<file path="src/rtl/mesh_term_src_fifo.sv">
// rtl/mesh_term_src_fifo.sv - per-terminal show-ahead injection FIFO with occupancy and sticky error flags
module mesh_term_src_fifo #(
  parameter int pckg_sz    = 40,
  parameter int fifo_depth = 4,
  localparam int CNT_W     = $clog2(fifo_depth + 1)
) (
  input  logic               clk,
  input  logic               reset,
  input  logic               push,
  input  logic [pckg_sz-1:0] data_in,
  output logic               full,
  output logic [pckg_sz-1:0] data_out_i_in,
  output logic               pndng_i_in,
  input  logic               popin,
  output logic [CNT_W-1:0]   count,
  output logic               overflow,
  output logic               underflow,
  input  logic               clr_flags
);

  localparam int PTR_W = (fifo_depth > 1) ? $clog2(fifo_depth) : 1;
  localparam logic [PTR_W-1:0] LAST_PTR  = PTR_W'(fifo_depth - 1);
  localparam logic [CNT_W-1:0] DEPTH_CNT = CNT_W'(fifo_depth);

  logic [pckg_sz-1:0] mem [0:fifo_depth-1];
  logic [PTR_W-1:0]   wr_ptr;
  logic [PTR_W-1:0]   rd_ptr;
  logic               empty;
  logic               acc_push;
  logic               acc_pop;
  logic               ovf_evt;
  logic               udf_evt;

  // Status is derived from registered count only, so no path from push/popin
  always_comb begin
    empty         = (count == '0);
    full          = (count == DEPTH_CNT);
    pndng_i_in    = !empty;
    data_out_i_in = empty ? '0 : mem[rd_ptr];
  end

  // Accept/drop decisions; a pop on a full FIFO frees the slot the push reuses
  always_comb begin
    acc_push = push && (!full || popin);
    acc_pop  = popin && !empty;
    ovf_evt  = push && !acc_push;
    udf_evt  = popin && empty;
  end

  // Packet storage; not reset, the output mux hides stale contents when empty
  always_ff @(posedge clk) begin
    if (reset && acc_push) begin
      mem[wr_ptr] <= data_in;
    end
  end

  // Pointers and occupancy; pointers wrap at fifo_depth-1 so any depth works
  always_ff @(posedge clk or negedge reset) begin
    if (!reset) begin
      wr_ptr <= '0;
      rd_ptr <= '0;
      count  <= '0;
    end else begin
      if (acc_push) begin
        wr_ptr <= (wr_ptr == LAST_PTR) ? '0 : wr_ptr + 1'b1;
      end
      if (acc_pop) begin
        rd_ptr <= (rd_ptr == LAST_PTR) ? '0 : rd_ptr + 1'b1;
      end
      case ({acc_push, acc_pop})
        2'b10:   count <= count + 1'b1;
        2'b01:   count <= count - 1'b1;
        default: count <= count;
      endcase
    end
  end

  // Sticky error flags; a new event in the clearing cycle keeps the flag set
  always_ff @(posedge clk or negedge reset) begin
    if (!reset) begin
      overflow  <= 1'b0;
      underflow <= 1'b0;
    end else begin
      overflow  <= (overflow && !clr_flags) || ovf_evt;
      underflow <= (underflow && !clr_flags) || udf_evt;
    end
  end

endmodule
</file>
<file path="config.mk">
export PLATFORM = sky130hd
export DESIGN_NAME = mesh_term_src_fifo
export DESIGN_NICKNAME = d
export VERILOG_FILES = /design/src/rtl/mesh_term_src_fifo.sv
export SDC_FILE = /design/constraint.sdc
export NUM_CORES = 1
export LEC_CHECK = 0
export ABC_AREA = 1
export BUFFER_PORTS_ARGS = -buffer_cell sky130_fd_sc_hd__clkbuf_2
export CAP_MARGIN = 25
export CORE_UTILIZATION = 52
export CTS_CLUSTER_SIZE = 14
export DETAILED_ROUTE_END_ITERATION = 16
export PLACE_DENSITY = 0.82
export SLEW_MARGIN = 25
export SYNTH_ARGS = -nofsm -noshare
export SYNTH_HDL_FRONTEND = slang
export SYNTH_SLANG_ARGS = --single-unit
export TNS_END_PERCENT = 30
</file>
<file path="constraint.sdc">
create_clock -name clk -period 2.9 [get_ports clk]
set_clock_uncertainty 0.1 [all_clocks]
set_input_delay 0.145 -clock clk [delete_from_list [all_inputs] [get_ports clk]]
set_output_delay 0.145 -clock clk [all_outputs]
set_load 0.02 [all_outputs]
</file>
; ---- Word-level counts from Yosys, hierarchy flattened
; Memory sizes are Yosys's and may differ from the RTL's.
; Cells that the tools add are included.
; W data, S select, Z words.
[word_totals]
mem_count = 1
reg_bits = 9
ramBits = 160
out_inout_bits = 47
elab_cells = 37
in_bits = 45
[mem_list]
columns = memory, words, width, rd, rd_ports_with_merged_regs, write_ports, line
row1 = mem, 4, 40, 1, 0, 1, 25  ; logic [pckg_sz-1:0] mem [0:fifo_depth-1];
[op_classes]
n_eq_ne = 5
n_mux = 6
add_sub_neg = 4
n_reduce_logical = 16
[ops]
columns = operator, count
row1 = $mux W40, 1
row2 = $logic_and A1 B1 Y1, 7
row3 = $eq A2 B2 Y1 const B, 3
row4 = $pmux W3 S2, 1
row5 = $add A2 B1 Y2 const B, 2
row6 = $logic_not A1 Y1, 4
row7 = $mux W2, 2
row8 = $add A3 B1 Y3 const B, 1
row9 = $eq A3 B3 Y1 const B, 1
row10 = $logic_not A3 Y1, 1
row11 = $logic_or A1 B1 Y1, 3
row12 = $sub A3 B1 Y3 const B, 1
row13 = $eq A2 B1 Y1 const B, 1
row14 = $mux W1, 2
row15 = $reduce_bool A2 Y1, 1

; ---- Logic depth before layout (Yosys ltp)
; Gate-level depths: netlist (run 1).
[logic_depth]
depth_word = 7
mapped_depth = 12
ltp_nobuf = 12

; ---- Worst setup path before layout (run 1)
; Ideal clock, no wire load.
[synth_path]
path_type = register to register
start = register count[0]
end = memory mem[0][0] (enable)
period_less_slack_ps = 3082
path_buffers = 0
required_time_ps = 2363
arrival_time_ps = 2545
path_stages_with_launch = 5
setup_slack_ps = -182
setup_time_ps = 437
cell_sequence = dfrtp_1 > nor2_2 > nand3_2 > nand3_1 > nor2_1
[synth_via]
elab_chain_cells = 7
[synth_lines]
columns = element, line
row1 = "start, declared", 15  ; output logic [CNT_W-1:0] count,
row2 = "start signal, assigned", 71  ; 2'b10: count <= count + 1'b1;
row3 = "start signal, assigned", 72  ; 2'b01: count <= count - 1'b1;
row4 = "start signal, assigned", 73  ; default: count <= count;
row5 = $eq A3 B3 Y1, 37  ; full = (count == DEPTH_CNT);
row6 = $logic_not A1 Y1, 44  ; acc_push = push && (!full || popin);
row7 = $logic_or A1 B1 Y1, 44
row8 = $logic_and A1 B1 Y1, 44
row9 = $logic_and A1 B1 Y1, 52  ; if (reset && acc_push) begin
row10 = $mux W1, 52
row11 = $mux W1 (not written as such), 53  ; mem[wr_ptr] <= data_in;
row12 = "end, declared", 25
; No other way between the ends.

; ---- Worst setup path after layout (run 1)
[layout_path]
start = register rd_ptr[0]
end = output data_out_i_in[17]
[layout_via]
elab_chain_cells = 2
[layout_lines]
columns = element, line
row1 = "start, declared", 27  ; logic [PTR_W-1:0] rd_ptr;
row2 = "start signal, assigned", 68  ; rd_ptr <= (rd_ptr == LAST_PTR) ? '0 : rd_ptr + 1'b1;
row3 = $mem_v2 Z4 W40, -
row4 = $mux W40, 39  ; data_out_i_in = empty ? '0 : mem[rd_ptr];
row5 = "end, declared", 12  ; output logic [pckg_sz-1:0] data_out_i_in,
; No other way between the ends.

==> impl_metrics.yaml, run 1 <==
sta:
  max_slew_margin_pct: 40.9
  hold_violations: 0
  min_period_over_period_pct: 79.5
  slew_violations: 0
  setup_slack_ns: 0.593
  worst_slew_pin_slew_ns: 0.887
  layout_min_cycle_time_ns: 2.31
  max_clock_freq_mhz: 433
  final-setup-viol-count: 0
  rsz0062_at_grt: "false"
place:
  post-dp-hpwl_um: 8610
  port_buffers: 91
  dp_slack_ns: 0.804
  place_congestion: 0.772
floorplan:
  die_h_um: 123
  start_util_pct: 54.0
  die_x_um: 123
  dieArea_um2: 15100
  core_um2: 14100
  rows: 43
  ios: 92
global_route:
  grt.busiest_layer: "met2"
  grt_max_degree: 84
  grt_first_pass_wirelength_um: 24200
  grt_util_met3_pct: 4.89
  grt_pass1_vias: 5053
  grt_use_met1_pct: 26.3
  grt_usage_pct: 21.7
  antenna_found_initial: 1
  gr-total-overflow: 0
  met2_usage_pct: 37.4
hold_path:
  hold_class: "in2async"
power_and_ir_drop:
  power.leakage_nw: 4.15
  p_int_mw: 5.55
  seqPwrFrac_pct: 33.9
  p_sw_share_pct: 39.0
  peakVddDrop_uv: 1080
  powerDensity_nw_per_um2: 984
  switching_power_mw: 3.54
  total_power_mw: 9.09
  pwr-share-comb_pct: 40.1
  clockPowerShare_pct: 26.1
clocking:
  cts_root_buf: "clkbuf_16"
  htreeDepth: 4
  clock_sinks: 169
  cts_hold_buf: 45
  postCtsSetupBuffers: 0
  path_clk_slew_ns: 0.06
  clk-insertion-delay-late_ns: 0.42
  numCtsBuffers: 17
  cts_resized: 0
  cts_tree: "yes"
  clock_path_buffers: 2
logic_synthesis:
  synth_xor_area_share_pct: 0.115
  syn_area_um2: 7610
  synth-simple-area-share_pct: 15.0
  synth-compound-area-share_pct: 4.90
  netlist_instances: 701
  ys_warn_count: 0
  syn_avg_cell_area_um2: 10.9
  synth-seq-cells: 169
  synth_top_family_by_area: "simple AND/OR/NAND/NOR gates"
  muxShareOfSynthArea_pct: 0
  synth.distinct_cells: 25
  ys_seq_area_share_pct: 66.1
  synth_adder_area_share_pct: 1.25
  syn-num-nets: 753
setup_path:
  required_ns: 2.65
  crit_chain: "buf_4 > nand2_1 > nand3_1 > a21oi_2 > clkbuf_2"
  critPathSlowestCell: "buf_4"
  end_kind: "output pin"
  cp_slowest_stage_delay_ns: 0.69
  startpoint_type: "register"
  criticalPathCategory: "reg2out"
  crit_fanout: 83
  arrival_ns: 2.06
detailed_routing:
  wirelength_um: 15100
  firstDrtPassIters: 8
  ant_nets: 0
  num_vias: 5022
  vias_per_cell: 4.88
  drc: 0
  routedWlPerCell_um: 14.7
  drt-initial-drc-count: 361
final_layout:
  fin_nets: 887
  drive_gt1_share_pct: 21.5
  area_growth_pct: 21.4
  layout_commonest_cell: "inv_1"
  nFillCells: 992
  layout_common_cells: "177 x inv_1, 174 x nand2_1, 160 x edfxtp_1"
job:
  maxCapViolCount: 0
outcome:
  status: "finished clean"
## routing by layer
layer  share of wire [%]  vias to the layer above
met5                   0                        -
met4                 1.6                        0
met3                 4.9                       24
met2                  51                      164
met1                  42                     2356
li1                    -                     2478
## Yosys cell counts
master	n	area, um^2
inv_1	177	664
nand2_1	174	653
edfxtp_1	160	4800
nand3_1	84	420
a21oi_2	40	350
buf_2	13	65.1
buf_6	9	101
dfrtp_1	9	225
ha_1	6	75.1
nor2_1	5	18.8
buf_12	4	80.1
buf_4	4	30.0
inv_2	2	7.51
o21ai_0	2	10.0
o22ai_1	2	12.5
fa_1	1	20.0
inv_6	1	8.76
nand2_2	1	6.26
nand2_4	1	11.3
nand3_2	1	10.0
nand4_1	1	6.26
nor2_2	1	6.26
nor3_1	1	5.00
or2_0	1	6.26
xnor2_1	1	8.76
## path summary, 6_finish.rpt
| kind | start | endpoint | slack, ns | depth (start not counted) |
|---|---|---|---|---|
| min in group clk | data_in[4] | mem[2][4]$_DFFE_PP_ | 0.38 | 2 |
| worst max-delay path | rd_ptr[0]$_DFFE_PN0P_ | data_out_i_in[17] | 0.59 | 5 |
| worst max register to register | count[0]$_DFFE_PN0P_ | mem[1][16]$_DFFE_PP_ | 0.81 | 5 |
| worst min-delay path | reset | underflow$_DFF_PN0_ | 0.03 | 2 |
| max in group asynchronous | reset | rd_ptr[0]$_DFFE_PN0P_ | 2.45 | 2 |
| worst min register to register | wr_ptr[1]$_DFFE_PN0P_ | wr_ptr[1]$_DFFE_PN0P_ | 0.45 | 2 |
## area by class of cell
cell class                 count  area, um^2  area share, %
antenna                        1        2.50         0.0271
clock buffer                  17         425           4.61
clock inverter                15         198           2.14
inverter                     180         681           7.37
multi-input combinational    322        1650           17.9
sequential                   169        5030           54.5
tap                          180         225           2.44
timing repair buffer         145        1020           11.1
## power by group through the flow
| stage | clock [mW] | sequential [mW] | combinational, mW |
|---|---|---|---|
| after floorplan | 0 | 3.16 | 2.74 |
| after global placement | 0 | 3.11 | 3.54 |
| after detailed placement | 0 | 3.13 | 3.58 |
| after CTS | 2.37 | 3.08 | 3.65 |
| after global routing | 2.48 | 3.10 | 3.99 |
| final | 2.37 | 3.08 | 3.64 |
## registers in the layout (all words and copies together), names as in the netlist
name       flops
mem          160
count          3
rd_ptr         2
wr_ptr         2
overflow       1
underflow      1
## worst max-delay path, delay by kind of cell, from the launching register on
kind	cells	cell delay, ns
buffers and inverters	2	0.87
AOI/OAI and AO/OA	1	0.07
DFF	1	0.36
and+or+nand+nor	2	0.30
## through the flow
| stage | hold slack, ns | utilization [%] | setup TNS [ns] | cells | cell area [um^2] |
|---|---|---|---|---|---|
| after CTS | 0.0144 | 65.5 | 0 | 1028 | 9240 |
| after detailed placement | -0.0761 | 57.9 | 0 | 951 | 8160 |
| after global placement | -0.0815 | 57.9 | 0 | 951 | 8160 |
| after global routing | 0.0491 | 65.5 | 0 | 1029 | 9240 |
| final | 0.0319 | 65.5 | 0 | 1029 | 9240 |
| after floorplan | -0.251 | - | -29.12 | 701 | 7610 |
## cell families (layout without fill, tap and decap cells)
group                      Yosys count  after routing
and+or+nand+nor                    270            270
buffers and inverters              210            357
DFF                                169            169
AOI/OAI and AO/OA                   44             44
adders and majority gates            7              7
xor gates and xnor gates             1              1
other                                0              1
(Power assumes the default switching activity.)
==> inputs of run 2 (changes only) <==
Settings changed: CORE_UTILIZATION 52 to 58, PLACE_DENSITY 0.82 to 0.87.
Clock period 2.9 ns to 2.4 ns, I/O delays scaled along.
==> impl_metrics.yaml, run 2 (synthesized netlist as in run 1, its figures left out) <==
final_layout:
  regMostFlops: "mem"
  fin_area_um2: 9180
  layout_commonest_cell: "inv_1"
  biggestRegsByFlops: "mem: 160 flops, count: 3 flops"
  multi_input_area_um2: 1650
  layout_common_cells: "177 x inv_1, 174 x nand2_1, 160 x edfxtp_1"
  diodes: 0
  area_growth_pct: 20.7
  nFillCells: 807
  final_util_pct: 72.1
  fin_nets: 890
  largest_reg_flops: 160
  drive_gt1_share_pct: 21.3
  regArea_um2: 5030
setup_path:
  arrival_ns: 2.06
  critPathSlowestCell: "dfrtp_2"
  criticalPathCategory: "reg2out"
  required_ns: 2.18
  end_kind: "output pin"
  startpoint_type: "register"
  cp_slowest_stage_delay_ns: 0.43
  crit_fanout: 22
  crit_chain: "inv_2 > buf_4 > nand2_1 > nand3_1 > a21oi_2 > clkbuf_2"
power_and_ir_drop:
  total_power_mw: 10.8
  powerDensity_nw_per_um2: 1170
  peakVddDrop_uv: 1220
  power.leakage_nw: 4.12
global_route:
  grt_first_pass_wirelength_um: 25500
  grt_usage_pct: 25.8
  antenna_found_initial: 0
  grt_max_degree: 84
  gr-total-overflow: 0
  grt_pass1_vias: 5334
floorplan:
  rows: 41
  ios: 92
  start_util_pct: 59.8
  die_h_um: 117
  core_um2: 12700
  die_x_um: 117
  dieArea_um2: 13600
detailed_routing:
  num_vias: 5316
  wirelength_um: 16600
  ant_nets: 0
  vias_per_cell: 5.20
  firstDrtPassIters: 5
  routedWlPerCell_um: 16.2
  drc: 0
  drt-initial-drc-count: 461
sta:
  max_clock_freq_mhz: 438
  max_slew_margin_pct: 63.3
  min_period_over_period_pct: 95.0
  layout_min_cycle_time_ns: 2.28
  fin_setup_tns_ns: 0
  worst_slew_pin_slew_ns: 0.550
  holdWs_ns: 0.353
  rsz0062_at_grt: "false"
  final-setup-viol-count: 0
  hold_violations: 0
  slew_violations: 0
clocking:
  clock_path_buffers: 2
  cts_tree: "yes"
  cts_root_buf: "clkbuf_16"
  htreeDepth: 4
  clk-insertion-delay-late_ns: 0.42
  path_clk_slew_ns: 0.06
  cts_resized: 0
  numCtsBuffers: 17
  clock_sinks: 169
place:
  post-dp-hpwl_um: 8790
  postPlaceCellArea_um2: 8180
  place_congestion: 0.744
  port_buffers: 91
job:
  maxCapViolCount: 0
hold_path:
  hold_class: "in2reg"
outcome:
  status: "finished clean"
## run 2: report_power, final
part | switching [mW] | internal, mW | leakage, nW
Combinational | 3.11 | 1.42 | 2.31
Sequential | 0.145 | 3.59 | 1.56
Clock | 1.08 | 1.41 | 0.249
## run 2: worst max-delay path, delay by kind of cell (launching register included)
family / cells / cell delay (ns)
AO/OA/AOI/OAI: 1 / 0.07
flip-flops: 1 / 0.43
AND/OR/NAND/NOR: 2 / 0.27
buffers and inverters: 3 / 0.84
## run 2: metrics by stage
stage | instances | setup WS, ns
finish | 1023 | 0.119
detailed placement | 945 | 0.383
floorplan | 701 | -0.0868
global placement | 945 | 0.426
global route | 1023 | 0.0508
CTS | 1023 | 0.115
## run 2: final timing paths
check	to	start	cells past startpoint	slack, ns
hold / removal	mem[1][8]$_DFFE_PP_	data_in[8]	2	0.35
min in group asynchronous	overflow$_DFF_PN0_	reset	3	0.63
setup reg to reg	count[2]$_DFFE_PN0P_	count[0]$_DFFE_PN0P_	10	0.37
max in group asynchronous	rd_ptr[0]$_DFFE_PN0P_	reset	3	1.24
hold reg to reg	count[2]$_DFFE_PN0P_	count[2]$_DFFE_PN0P_	2	0.46
setup / recovery	data_out_i_in[18]	rd_ptr[0]$_DFFE_PN0P_	6	0.12
## run 2: timing repair
action	4_1_cts	5_1_grt
hold buffers	46	0
hold endpoints to repair	175	0
setup buffers	0	0
## run 2: per-layer routing
layer	GRT usage (%)	routed length (um)
met3	7.58	1320
met1	30.6	6430
met5	0	0
met2	42.8	8350
met4	13.7	471
## run 2: area by class of cell
type                            instances  area share, %
Clock buffer                           19           4.72
Multi-Input combinational cell        322           18.0
Inverter                              180           7.42
Sequential cell                       169           54.8
Tap cell                              172           2.34
Timing Repair Buffer                  148           11.6
Clock inverter                         13           1.16
==> inputs of run 3 (changes only) <==
Settings changed: CORE_UTILIZATION 58 to 52, PLACE_DENSITY 0.87 to 0.8, SLEW_MARGIN 25 to 20.
==> impl_metrics.yaml, run 3 (synthesized netlist as in run 1, its figures left out) <==
hold_path:
  hold_class: "in2reg"
  hold_path_startpoint: "data_in[4]"
floorplan:
  start_util_pct: 54.0
  rows: 43
  die_h_um: 123
  core_um2: 14100
  ios: 92
  dieArea_um2: 15100
  die_x_um: 123
setup_path:
  required_ns: 2.18
  timing.rr.start: "count[0]$_DFFE_PN0P_"
  path_buf_inv: 3
  crit_chain: "inv_2 > buf_4 > nand2_1 > nand3_1 > a21oi_2 > clkbuf_2"
  criticalPathCategory: "reg2out"
  regToRegEndpoint: "count[2]$_DFFE_PN0P_"
  end_kind: "output pin"
  crit_start: "rd_ptr[0]$_DFFE_PN0P_"
  endpoint: "data_out_i_in[1]"
  startpoint_type: "register"
  cp.depth: 6
  arrival_ns: 2.08
  r2r.worst_path.cells: 10
  crit_fanout: 33
  critPathSlowestCell: "dfrtp_2"
  regToRegSetupSlack_ns: 0.28
  cp_slowest_stage_delay_ns: 0.61
  cpLargestDelayFamily: "flip-flops"
final_layout:
  fin_area_um2: 9330
  area_growth_pct: 22.6
  multi_input_area_um2: 1650
  fin_nets: 895
  diodes: 0
  largest_reg_flops: 160
  regMostFlops: "mem"
  regArea_um2: 5030
  nFillCells: 974
  layout_commonest_cell: "inv_1"
  biggestRegsByFlops: "mem: 160 flops, count: 3 flops"
  drive_gt1_share_pct: 22.3
  layout_common_cells: "177 x inv_1, 174 x nand2_1, 160 x edfxtp_1"
global_route:
  grt_max_degree: 48
  gr-total-overflow: 0
  grt_first_pass_wirelength_um: 25300
  grt_usage_pct: 22.6
  antenna_found_initial: 0
  grt_pass1_vias: 5278
outcome:
  status: "finished clean"
sta:
  hold_violations: 0
  max_clock_freq_mhz: 436
  worst_slew_pin_slew_ns: 0.544
  holdWs_ns: 0.352
  min_period_over_period_pct: 95.7
  slew_violations: 0
  final-setup-viol-count: 0
  max_slew_margin_pct: 63.7
  rsz0062_at_grt: "false"
  layout_min_cycle_time_ns: 2.30
power_and_ir_drop:
  seqPwrFrac_pct: 34.1
  powerDensity_nw_per_um2: 1180
  p_int_mw: 6.61
  p_sw_share_pct: 40.1
  switching_power_mw: 4.43
  power.leakage_nw: 4.19
  peakVddDrop_uv: 1010
  clockPowerShare_pct: 24.6
  pwr-share-comb_pct: 41.2
clocking:
  numCtsBuffers: 17
  cts_root_buf: "clkbuf_16"
  cts_tree: "yes"
  htreeDepth: 4
  path_clk_slew_ns: 0.07
  clock_path_buffers: 2
  clk-insertion-delay-late_ns: 0.43
  clock_sinks: 169
place:
  port_buffers: 91
  post-dp-hpwl_um: 9190
  postPlaceCellArea_um2: 8260
  place_congestion: 0.715
detailed_routing:
  firstDrtPassIters: 5
  drt-initial-drc-count: 347
  num_vias: 5124
  vias_per_cell: 4.95
  wirelength_um: 15800
  drc: 0
  ant_nets: 0
  routedWlPerCell_um: 15.3
job:
  maxCapViolCount: 0
-- run 3: cell types whose count changed in the layout (fill, tap and decap cells not counted) --
cell           delta
buf_12            +3
buf_6             +1
bufinv_16         +1
clkbuf_1          -2
clkinv_1          -4
clkinv_4          +1
clkinv_8          +1
clkinvlp_4        +1
dlygate4sd3_1     +1
inv_6             +1
inv_8             +1
-- run 3: cell type report --
class                           count  share of cell area [%]
Sequential cell                   169                    53.9
Multi-Input combinational cell    322                    17.7
Timing Repair Buffer              153                    12.2
Inverter                          180                    7.30
Clock buffer                       17                    4.56
Tap cell                          180                    2.41
Clock inverter                     15                    1.86
-- run 3: routing by layer --
layer / part of all wire [%] / vias to the layer above / GRT usage (%)
met5: 0 / - / 0
met4: 2.3 / 0 / 9.38
met3: 4.4 / 33 / 4.75
met2: 52 / 157 / 39.5
met1: 41 / 2435 / 27.2
li1: - / 2499 / -
-- run 3: metrics by stage --
step	setup WS [ns]	std cells	TNS, ns	power (mW)	utilization, %
finish	0.104	1036	0	11.0	66.2
detailed placement	0.341	957	0	8.26	58.6
global route	0.0739	1036	0	11.6	66.2
floorplan	-0.0868	701	-13.88	7.13	-
global placement	0.419	957	0	8.16	58.6
CTS	0.0993	1036	0	11.0	66.2
-- run 3: power by group through the flow --
stage,clock network (mW),registers [mW],logic (mW)
4_1_cts,2.73,3.76,4.55
3_5_place_dp,0,3.82,4.44
3_3_place_gp,0,3.80,4.36
6_report,2.72,3.77,4.55
5_1_grt,2.85,3.80,4.95
2_1_floorplan,0,3.81,3.32
-- run 3: worst min path at each step --
| stage | end | slack [ns] | depth (start not counted) |
|---|---|---|---|
| finish | mem[0][4]$_DFFE_PP_ | 0.35 | 2 |
| detailed placement | wr_ptr[1]$_DFFE_PN0P_ | -0.10 | 1 |
| global route | mem[2][4]$_DFFE_PP_ | 0.35 | 2 |
| CTS | mem[3][2]$_DFFE_PP_ | 0.34 | 2 |
| floorplan | count[0]$_DFFE_PN0P_ | -0.28 | 0 |
| global placement | wr_ptr[1]$_DFFE_PN0P_ | -0.11 | 1 |
-- run 3: repair_timing --
action / CTS / global route
resized for setup: 0 / 1
hold buffers: 47 / 0
hold endpoints to repair: 175 / 0
buffers inserted: 0 / 0
setup endpoints to repair: 0 / 3
-- run 3: worst register-to-register path, stage by stage, from the launching register on --
cell	delay (ns)
dfrtp_1	0.44
nor2_2	0.22
nand3_2	0.16
nand2_1	0.15
ha_1	0.19
inv_1	0.07
fa_1	0.39
nand2_1	0.10
nand3_1	0.08
nand2_1	0.06
nand2_1	0.05
